### src/rtl/biss_sample_packer.sv
// biss_sample_packer: frames decoded BiSS-C samples into a 32-bit AXI4-Stream.
// Each sample becomes two beats (timestamp, status/position). Packets carry a
// programmable number of samples and end with tlast. A sample FIFO absorbs
// downstream backpressure; samples arriving while it is full are dropped and
// counted.
module biss_sample_packer #(
    parameter int POS_W      = 26,
    parameter int FIFO_DEPTH = 16
) (
    input  logic             axis_aclk,
    input  logic             axis_aresetn,
    input  logic             en,
    input  logic [15:0]      frame_len,
    input  logic             sample_valid,
    input  logic [POS_W-1:0] sample_pos,
    input  logic             sample_err,
    input  logic             sample_warn,
    input  logic             sample_crc_err,
    input  logic             clr_stat,
    output logic             m_axis_tvalid,
    output logic [31:0]      m_axis_tdata,
    output logic             m_axis_tlast,
    output logic [3:0]       m_axis_tkeep,
    input  logic             m_axis_tready,
    output logic [15:0]      drop_cnt,
    output logic             overflow
);

    localparam int AW = (FIFO_DEPTH > 1) ? $clog2(FIFO_DEPTH) : 1;
    // entry = {ts[31:0], err, warn, crc_err, seq[2:0], pos}
    localparam int EW = 38 + POS_W;
    localparam logic [AW:0] DEPTH_C = (AW+1)'(FIFO_DEPTH);
    localparam logic [AW:0] ONE_C   = (AW+1)'(1);

    typedef enum logic [1:0] {
        ST_IDLE = 2'd0,
        ST_W0   = 2'd1,
        ST_W1   = 2'd2
    } state_t;

    // Builds the status/position beat from the low part of a FIFO entry.
    function automatic logic [31:0] word1_f(input logic [POS_W+5:0] e);
        word1_f = {e[POS_W+5:POS_W], 26'(e[POS_W-1:0])};
    endfunction

    logic [31:0]   ts_r;
    logic [2:0]    seq_r;
    logic [EW-1:0] mem_r [FIFO_DEPTH];
    logic [AW-1:0] wr_ptr_r;
    logic [AW-1:0] rd_ptr_r;
    logic [AW-1:0] rd_nxt_s;
    logic [AW:0]   cnt_r;
    logic          full_s;
    logic          push_s;
    logic          pop_s;
    logic          drop_s;
    logic          hs_s;
    logic [EW-1:0] entry_s;
    logic [EW-1:0] head_s;
    logic [31:0]   next_ts_s;

    state_t        state_r;
    state_t        state_s;
    logic [31:0]   tdata_r;
    logic [31:0]   tdata_s;
    logic          tvalid_r;
    logic          tvalid_s;
    logic          tlast_r;
    logic          tlast_s;
    logic [15:0]   pkt_cnt_r;
    logic [15:0]   pkt_cnt_s;
    logic [15:0]   len_r;
    logic [15:0]   len_s;
    logic [15:0]   len_eff_s;
    logic [16:0]   done_s;
    logic          last_s;
    logic [15:0]   drop_cnt_r;
    logic          overflow_r;

    assign hs_s     = tvalid_r & m_axis_tready;
    assign pop_s    = (state_r == ST_W1) & hs_s;
    assign full_s   = (cnt_r == DEPTH_C);
    // A pop in the same cycle frees a slot, so a full FIFO still takes the write.
    assign push_s   = sample_valid & en & (~full_s | pop_s);
    assign drop_s   = sample_valid & en & full_s & ~pop_s;
    assign entry_s  = {ts_r, sample_err, sample_warn, sample_crc_err, seq_r, sample_pos};
    assign rd_nxt_s = rd_ptr_r + AW'(1'b1);
    assign head_s   = mem_r[rd_ptr_r];
    assign next_ts_s = mem_r[rd_nxt_s][EW-1:EW-32];

    // tlast decision for the word1 about to be loaded: packet length reached,
    // or capture disabled with this sample the last one held (flush).
    assign len_eff_s = (len_r == 16'd0) ? 16'd1 : len_r;
    assign done_s    = {1'b0, pkt_cnt_r} + 17'd1;
    assign last_s    = (done_s >= {1'b0, len_eff_s}) | (~en & (cnt_r == ONE_C));

    // Free-running capture timestamp.
    always_ff @(posedge axis_aclk or negedge axis_aresetn) begin
        if (!axis_aresetn) begin
            ts_r <= 32'd0;
        end else begin
            ts_r <= ts_r + 32'd1;
        end
    end

    // Sample FIFO storage; contents need no reset since pointers gate reads.
    always_ff @(posedge axis_aclk) begin
        if (push_s) begin
            mem_r[wr_ptr_r] <= entry_s;
        end
    end

    // FIFO pointers, occupancy and per-sample sequence number.
    always_ff @(posedge axis_aclk or negedge axis_aresetn) begin
        if (!axis_aresetn) begin
            wr_ptr_r <= '0;
            rd_ptr_r <= '0;
            cnt_r    <= '0;
            seq_r    <= 3'd0;
        end else begin
            if (push_s) begin
                wr_ptr_r <= wr_ptr_r + AW'(1'b1);
                seq_r    <= seq_r + 3'd1;
            end
            if (pop_s) begin
                rd_ptr_r <= rd_nxt_s;
            end
            case ({push_s, pop_s})
                2'b10:   cnt_r <= cnt_r + ONE_C;
                2'b01:   cnt_r <= cnt_r - ONE_C;
                default: cnt_r <= cnt_r;
            endcase
        end
    end

    // Drop statistics; a clear coinciding with a drop leaves that drop counted.
    always_ff @(posedge axis_aclk or negedge axis_aresetn) begin
        if (!axis_aresetn) begin
            drop_cnt_r <= 16'd0;
            overflow_r <= 1'b0;
        end else if (clr_stat) begin
            drop_cnt_r <= drop_s ? 16'd1 : 16'd0;
            overflow_r <= drop_s;
        end else if (drop_s) begin
            if (drop_cnt_r != 16'hFFFF) begin
                drop_cnt_r <= drop_cnt_r + 16'd1;
            end
            overflow_r <= 1'b1;
        end
    end

    // Output FSM state and output/packet registers.
    always_ff @(posedge axis_aclk or negedge axis_aresetn) begin
        if (!axis_aresetn) begin
            state_r   <= ST_IDLE;
            tdata_r   <= 32'd0;
            tvalid_r  <= 1'b0;
            tlast_r   <= 1'b0;
            pkt_cnt_r <= 16'd0;
            len_r     <= 16'd1;
        end else begin
            state_r   <= state_s;
            tdata_r   <= tdata_s;
            tvalid_r  <= tvalid_s;
            tlast_r   <= tlast_s;
            pkt_cnt_r <= pkt_cnt_s;
            len_r     <= len_s;
        end
    end

    // Output FSM next state: word0 -> word1 per sample, back-to-back when data is queued.
    always_comb begin
        state_s   = state_r;
        tdata_s   = tdata_r;
        tvalid_s  = tvalid_r;
        tlast_s   = tlast_r;
        pkt_cnt_s = pkt_cnt_r;
        len_s     = len_r;
        case (state_r)
            ST_IDLE: begin
                if (cnt_r != '0) begin
                    tdata_s  = head_s[EW-1:EW-32];
                    tvalid_s = 1'b1;
                    tlast_s  = 1'b0;
                    state_s  = ST_W0;
                    if (pkt_cnt_r == 16'd0) begin
                        len_s = frame_len;
                    end else begin
                        len_s = len_r;
                    end
                end else begin
                    tvalid_s = 1'b0;
                    tlast_s  = 1'b0;
                end
            end
            ST_W0: begin
                if (hs_s) begin
                    tdata_s = word1_f(head_s[POS_W+5:0]);
                    tlast_s = last_s;
                    state_s = ST_W1;
                end else begin
                    state_s = ST_W0;
                end
            end
            ST_W1: begin
                if (hs_s) begin
                    pkt_cnt_s = tlast_r ? 16'd0 : (pkt_cnt_r + 16'd1);
                    if (cnt_r > ONE_C) begin
                        tdata_s  = next_ts_s;
                        tvalid_s = 1'b1;
                        tlast_s  = 1'b0;
                        state_s  = ST_W0;
                        if (tlast_r) begin
                            len_s = frame_len;
                        end else begin
                            len_s = len_r;
                        end
                    end else begin
                        tvalid_s = 1'b0;
                        tlast_s  = 1'b0;
                        state_s  = ST_IDLE;
                    end
                end else begin
                    state_s = ST_W1;
                end
            end
            default: begin
                tvalid_s = 1'b0;
                tlast_s  = 1'b0;
                state_s  = ST_IDLE;
            end
        endcase
    end

    assign m_axis_tvalid = tvalid_r;
    assign m_axis_tdata  = tdata_r;
    assign m_axis_tlast  = tlast_r;
    assign m_axis_tkeep  = 4'hF;
    assign drop_cnt      = drop_cnt_r;
    assign overflow      = overflow_r;

endmodule

### config.mk
export PLATFORM = sky130hd
export DESIGN_NAME = biss_sample_packer
export DESIGN_NICKNAME = d
export VERILOG_FILES = /design/src/rtl/biss_sample_packer.sv
export SDC_FILE = /design/constraint.sdc
export NUM_CORES = 1
export LEC_CHECK = 0
export BUFFER_PORTS_ARGS = -buffer_cell sky130_fd_sc_hd__buf_2
export CAP_MARGIN = 20
export CORE_MARGIN = 5
export CORE_UTILIZATION = 30
export CTS_BUF_LIST = sky130_fd_sc_hd__clkbuf_2
export CTS_CLUSTER_SIZE = 24
export DETAILED_ROUTE_END_ITERATION = 12
export HOLD_SLACK_MARGIN = 0.12
export PLACE_DENSITY = 0.48
export SETUP_SLACK_MARGIN = 0.1
export SLEW_MARGIN = 25
export SYNTH_ARGS = -nofsm -noshare
export SYNTH_HDL_FRONTEND = slang
export SYNTH_SLANG_ARGS = --single-unit
### constraint.sdc
create_clock -name axis_aclk -period 4.97 [get_ports axis_aclk]
set_input_delay 0.497 -clock axis_aclk [delete_from_list [all_inputs] [get_ports axis_aclk]]
set_output_delay 0.497 -clock axis_aclk [all_outputs]
set_load 0.01 [all_outputs]
# [After elaboration in Yosys (flattened, before gate mapping)]
# Memory sizes are Yosys's and may differ from the RTL's.
# Cells that the tools add are included.
[word_totals] ff_bits=133 ramBits=1024 inputBits=51 output_inout_bits=55 elab_cells=100 memories=1
[memory_table] memory="mem_r" depth=16 word_bits=64 read_ports=2 rd_clocked_by_memory_dff=0 wr=1 line="48" rtl="logic [EW-1:0] mem_r [FIFO_DEPTH];"
[op_classes] n_addsub=9 order_cmp=2 n_eq_ne=13 muxes=34 bitwise=13 n_reduce_logical=15
[op_table] op="2-to-1 mux 16 bit" count=10
[op_table] op="2-to-1 mux 32 bit" count=4
[op_table] op="case mux 32 bit (3 select lines)" count=1
[op_table] op="adder 16 x 1 -> 16 bit, second input constant" count=2
[op_table] op="adder 32 x 1 -> 32 bit, second input constant" count=1
[op_table] op="logical NOT 16 bit" count=2
[op_table] op="case mux 16 bit (2 select lines)" count=1
[op_table] op="adder 16 x 1 -> 17 bit, second input constant" count=1
[op_table] op="greater-or-equal comparator 17 x 16 -> 1 bit" count=1
[op_table] op="inequality test 16 bit, second input constant" count=1
[op_table] op="2-to-1 mux 1 bit" count=11
[op_table] op="inequality test 2 bit, second input constant" count=5
[op_table] op="case mux 5 bit (2 select lines)" count=1
[op_table] op="adder 4 x 1 -> 4 bit, second input constant" count=2
[op_table] op="AND reduction 2 bit" count=4
[op_table] op="nonzero test 2 bit" count=4
[op_table] op="AND 1 bit" count=7
[op_table] op="2-to-1 mux 2 bit" count=3
[op_table] op="case mux 2 bit (3 select lines)" count=1
[op_table] op="AND reduction 6 bit" count=1
[op_table] op="adder 5 x 1 -> 5 bit, second input constant" count=1
[op_table] op="== test 5 x 1 -> 1 bit, second input constant" count=1
[op_table] op="== test 5 bit, second input constant" count=1
[op_table] op="greater-than comparator 5 x 1 -> 1 bit, second input constant" count=1
[op_table] op="13 further kinds" count=19

# [Logic depth before layout (Yosys ltp)]
[logic_depth] word_depth=6 mapped_depth=12

# [Least setup slack after synthesis]
# No wires, ideal clock.
[synth_timing] path_kind="reg-to-reg" startpoint="register cnt_r[0]" endpoint="memory mem_r[4][0] (netlist bit) (enable)" setup_ns=0.429 arrival_ns=3.183 required_time_ns=4.541 path_slack_ns=1.358 path_stages_with_launch=9 n_path_buf=1 synth_period_minus_slack_ns=3.612 cell_sequence="dfrtp_1 -> inv_1 -> ha_1 -> and3_1 -> a21oi_1 -> clkbuf_1 -> nand2_1 -> nor2_1 -> and2_1"
[synth_between] elab_chain_cells=6
[synth_rtl] element="start, declared" line="52" rtl="logic [AW:0] cnt_r;"
[synth_rtl] element="start signal, assigned" line="129" rtl="2'b10: cnt_r <= cnt_r + ONE_C;"
[synth_rtl] element="start signal, assigned" line="130" rtl="2'b01: cnt_r <= cnt_r - ONE_C;"
[synth_rtl] element="start signal, assigned" line="131" rtl="default: cnt_r <= cnt_r;"
[synth_rtl] element="== test 5 bit" line="82" rtl="assign full_s = (cnt_r == DEPTH_C);"
[synth_rtl] element="NOT 1 bit" line="84" rtl="assign push_s = sample_valid & en & (~full_s | pop_s);"
[synth_rtl] element="OR 1 bit" line="84"
[synth_rtl] element="AND 1 bit" line="84"
[synth_rtl] element="2-to-1 mux 1 bit" line="108" rtl="if (push_s) begin"
[synth_rtl] element="2-to-1 mux 1 bit (implied by the code)" line="109" rtl="mem_r[wr_ptr_r] <= entry_s;"
[synth_rtl] element="end, declared" line="48"
# Every way passes these cells.

# [Worst setup path after layout]
[layout_timing] startpoint="register state_r[0]" endpoint="memory mem_r[1][14] (netlist bit) (enable)"
[layout_between] elab_chain_cells=6
[layout_rtl] element="start, declared" line="62" rtl="state_t state_r;"
[layout_rtl] element="start signal, assigned" line="162" rtl="state_r <= state_s;"
[layout_rtl] element="== test 2 bit" line="81" rtl="assign pop_s = (state_r == ST_W1) & hs_s;"
[layout_rtl] element="AND 1 bit" line="81"
[layout_rtl] element="OR 1 bit" line="84"
[layout_rtl] element="AND 1 bit" line="84"
[layout_rtl] element="2-to-1 mux 1 bit" line="108"
[layout_rtl] element="2-to-1 mux 1 bit (implied by the code)" line="109"
# Every way passes these cells.

==> run_results.csv <==
group,metric,value,unit
global_routing,grt_start_max_net_pins,115,
synthesis,synthCells,2862,
floorplan,die_x,420,um
clock_network,insertion_delay,1610,ps
clock_network,postCtsSetupRepairBufs,0,
timing,slew_violations,0,
run_status,status,"completed",
critical_path,r2r_setup_slack,1240,ps
timing,finalHoldViolations,0,
pwr,power,18.9,mW
critical_path,critPathLaunch,"state_r[0]",
timing,fin_setup_tns,0,ps
floorplan,die_area,176000,um2
synthesis,ys.warnings.count,0,
timing,setup_viol,0,
critical_path,crit_required,6090,ps
clock_network,clock-sinks,1157,
synthesis,synth_cell_types,70,
critical_path,setup.worst_path.end_class,"register",
critical_path,startpoint_type,"register",
timing,min_period,3730,ps
critical_path,arrival,4850,ps
pwr,comb_power_share,0.058,
critical_path,r2r_end,"mem_r[1][14]",
pwr,seqPwrFrac,0.597,
critical_path,critPathMaxFanout,26,
synthesis,synth_top_area_cell,"edfxtp_1",
pwr,p_leak,19.2,nW
synthesis,seq_area_frac_synth,0.677,
clock_network,htree_levels,5,
routing,first_pass_iters,7,
routing,routedWlPerCell,25.2,um
layout,drive_above_1_share,0.305,
job,drv_cap,0,
pwr,irDropWorstVdd,0.221,mV
global_routing,grt_pass1_wl,209,mm
pwr,power.switching,4.85,mW
synthesis,synth_edf_count,1024,
floorplan,ioPinCount,106,
synthesis,synth_top_area_share,0.610,
pwr,p_per_area,329,nW/um2
critical_path,r2r_start,"state_r[0]",
timing,fin_crit_sh,0.750,
global_routing,grt_pass1_vias,30624,
routing,drt_iter0_drc,2153,
place,hpwlAfterDp,80.5,mm
synthesis,synth_area,50400,um2
routing,wl,145,mm
floorplan,initial_core_util,0.302,
synthesis,synth_area_per_cell,17.6,um2
place,port_buffers,101,
layout,syn_to_final_growth,14.1,%
critical_path,path_class,"register to register",
layout,fillCellCount,16134,
critical_path,ff2ff_path_depth,7,
synthesis,synth-seq-cells,1157,
timing,maxSlewHeadroom,0.257,
global_routing,gr-total-overflow,0,
floorplan,rows,150,
pwr,power.internal,14.1,mW
min_path,hold_class,"input pin to register",
synthesis,synth_area_leaders,"edfxtp_1 61%, mux4_2 13%, dfrtp_1 6.6%, mux2i_1 3.6%, nand2_1 1.5%",
synthesis,yosysMostFrequentCell,"edfxtp_1",
synthesis,synth_commonest_cells,"1024 x edfxtp_1, 294 x mux4_2, 208 x nand2_1",
global_routing,track_usage,0.164,
critical_path,path_cells,"inv_1 -> ha_1 -> nand3_1 -> a21oi_1 -> nor3b_1 -> and2_4 -> buf_12",
place,place.gp.congestion,0.726,
routing,drc_errors,0,
clock_network,cts_buffers,319,
clock_network,cts_root_buffer,"clkbuf_2",
timing,fmax,0.268,GHz
routing,via_count,29069,
critical_path,max_stage_delay,710,ps
timing,fin_skew,173,ps
synthesis,synth_ff_type,"edfxtp_1",
critical_path,cpMaxStageDelayCell,"a21oi_1",
routing,antenna_left,0,
floorplan,die_height,420,um
floorplan,coreArea,167000,um2
timing,worstMarginPinSlew,1110,ps
layout,nets,3394,
clock_network,path_clk_slew,110,ps
clock_network,tritoncts,"done",
clock_network,clockBufferDepth,4,
timing,grt_setup_unrepaired,"false",
routing,vias_per_cell,5.06,
critical_path,endpoint,"mem_r[1][14]",
synthesis,synthArstFlopShare,0.115,
global_routing,antenna_found_initial,12,
pwr,power_switching_share,0.256,
pwr,p_clk_frac,0.345,
==> per-layer routing <==
layer  vias up  GRT usage  part of all wire
li1      12692          -                 -
met5         -          0           0.00057
met2       946      0.268              0.48
met4        12     0.0581             0.029
met1     15175      0.214              0.43
met3       244     0.0390             0.059
==> worst max-delay path, delay by kind of cell, from the launching register on <==
kind	cells	cell delay (ps)
buffers and inverters	2	500
AND/OR/NAND/NOR	3	1210
AO/OA/AOI/OAI	1	710
adder cells (fa/ha/maj)	1	420
flip-flops	1	440
==> cells by family after synthesis <==
| logic type | count (synthesis) | share of synthesized area |
|---|---|---|
| AO/OA/AOI/OAI | 376 | 0.0539 |
| XOR/XNOR | 74 | 0.0134 |
| adder cells (fa/ha/maj) | 34 | 0.00844 |
| buffers and inverters | 214 | 0.0256 |
| flip-flops | 1157 | 0.677 |
| multiplexers | 518 | 0.177 |
| other | 1 | 0.0000744 |
| AND/OR/NAND/NOR | 488 | 0.0450 |
==> registers in the layout, indices dropped and copies added, names as in the netlist <==
signal and cells:
mem_r 1024, m_axis_tdata 32, ts_r 32, drop_cnt 16
len_r 16, pkt_cnt_r 16, cnt_r 5, rd_ptr_r 4
wr_ptr_r 4, seq_r 3, state_r 2, m_axis_tlast 1
m_axis_tvalid 1, overflow 1
==> stage by stage <==
step                cell area, um2  hold slack [ps]  std cells   util  worst slack (ps)
floorplan                    50400              201       2865      -              1360
detailed placement           53500              490       5069  0.320              1330
finish                       57500              498       5740  0.344              1240
global route                 57500              258       5740  0.344               945
CTS                          57400              133       5736  0.344              1180
global placement             53500              497       5068  0.320              1330
==> layout make-up <==
class | count | area [um2] | area share
clock buffer | 475 | 2380 | 0.0414
tap | 2204 | 2760 | 0.0480
multi-input combinational | 1494 | 15100 | 0.263
antenna | 4 | 10.0 | 0.000174
clock inverter | 69 | 299 | 0.00520
timing repair buffer | 306 | 2680 | 0.0466
sequential | 1157 | 34100 | 0.593
inverter | 31 | 118 | 0.00205
==> power groups by stage <==
stage | Clock (mW) | Sequential, mW | Combinational, mW
2_1_floorplan | 0 | 11.5 | 0.552
5_1_grt | 7.38 | 11.3 | 1.19
4_1_cts | 6.86 | 11.3 | 1.12
3_5_place_dp | 0 | 11.5 | 1.04
3_3_place_gp | 0 | 11.5 | 1.03
6_report | 6.52 | 11.3 | 1.10
==> timing repair <==
item                                    CTS  global route
endpoints found under the hold margin  1417             0
hold buffers                            123             0
resized for setup                         0             0
==> worst min-delay path by stage <==
stage,depth (start not counted),start,to
finish,3,sample_crc_err,mem_r[3][29]
global route,3,sample_pos[25],mem_r[4][25]
CTS,6,sample_valid,cnt_r[2]
detailed placement,2,m_axis_tdata[25],m_axis_tdata[25]
global placement,2,m_axis_tdata[25],m_axis_tdata[25]
floorplan,0,axis_aresetn,cnt_r[0]
==> cell usage in the layout, fill, tap and decap left out, types with 44 or more instances in the layout <==
cell type / count
dlygate4sd3_1: 122
mux2_2: 44
buf_4: 57
buf_2: 100
dfrtp_1: 128
o221ai_1: 69
mux4_2: 294
nand2_1: 207
mux2i_1: 180
a21oi_1: 129
clkbuf_2: 475
clkinv_1: 52
nor2_1: 95
edfxtp_1: 1024
xnor2_1: 44
Note: power is estimated with default switching activity, not from simulation.
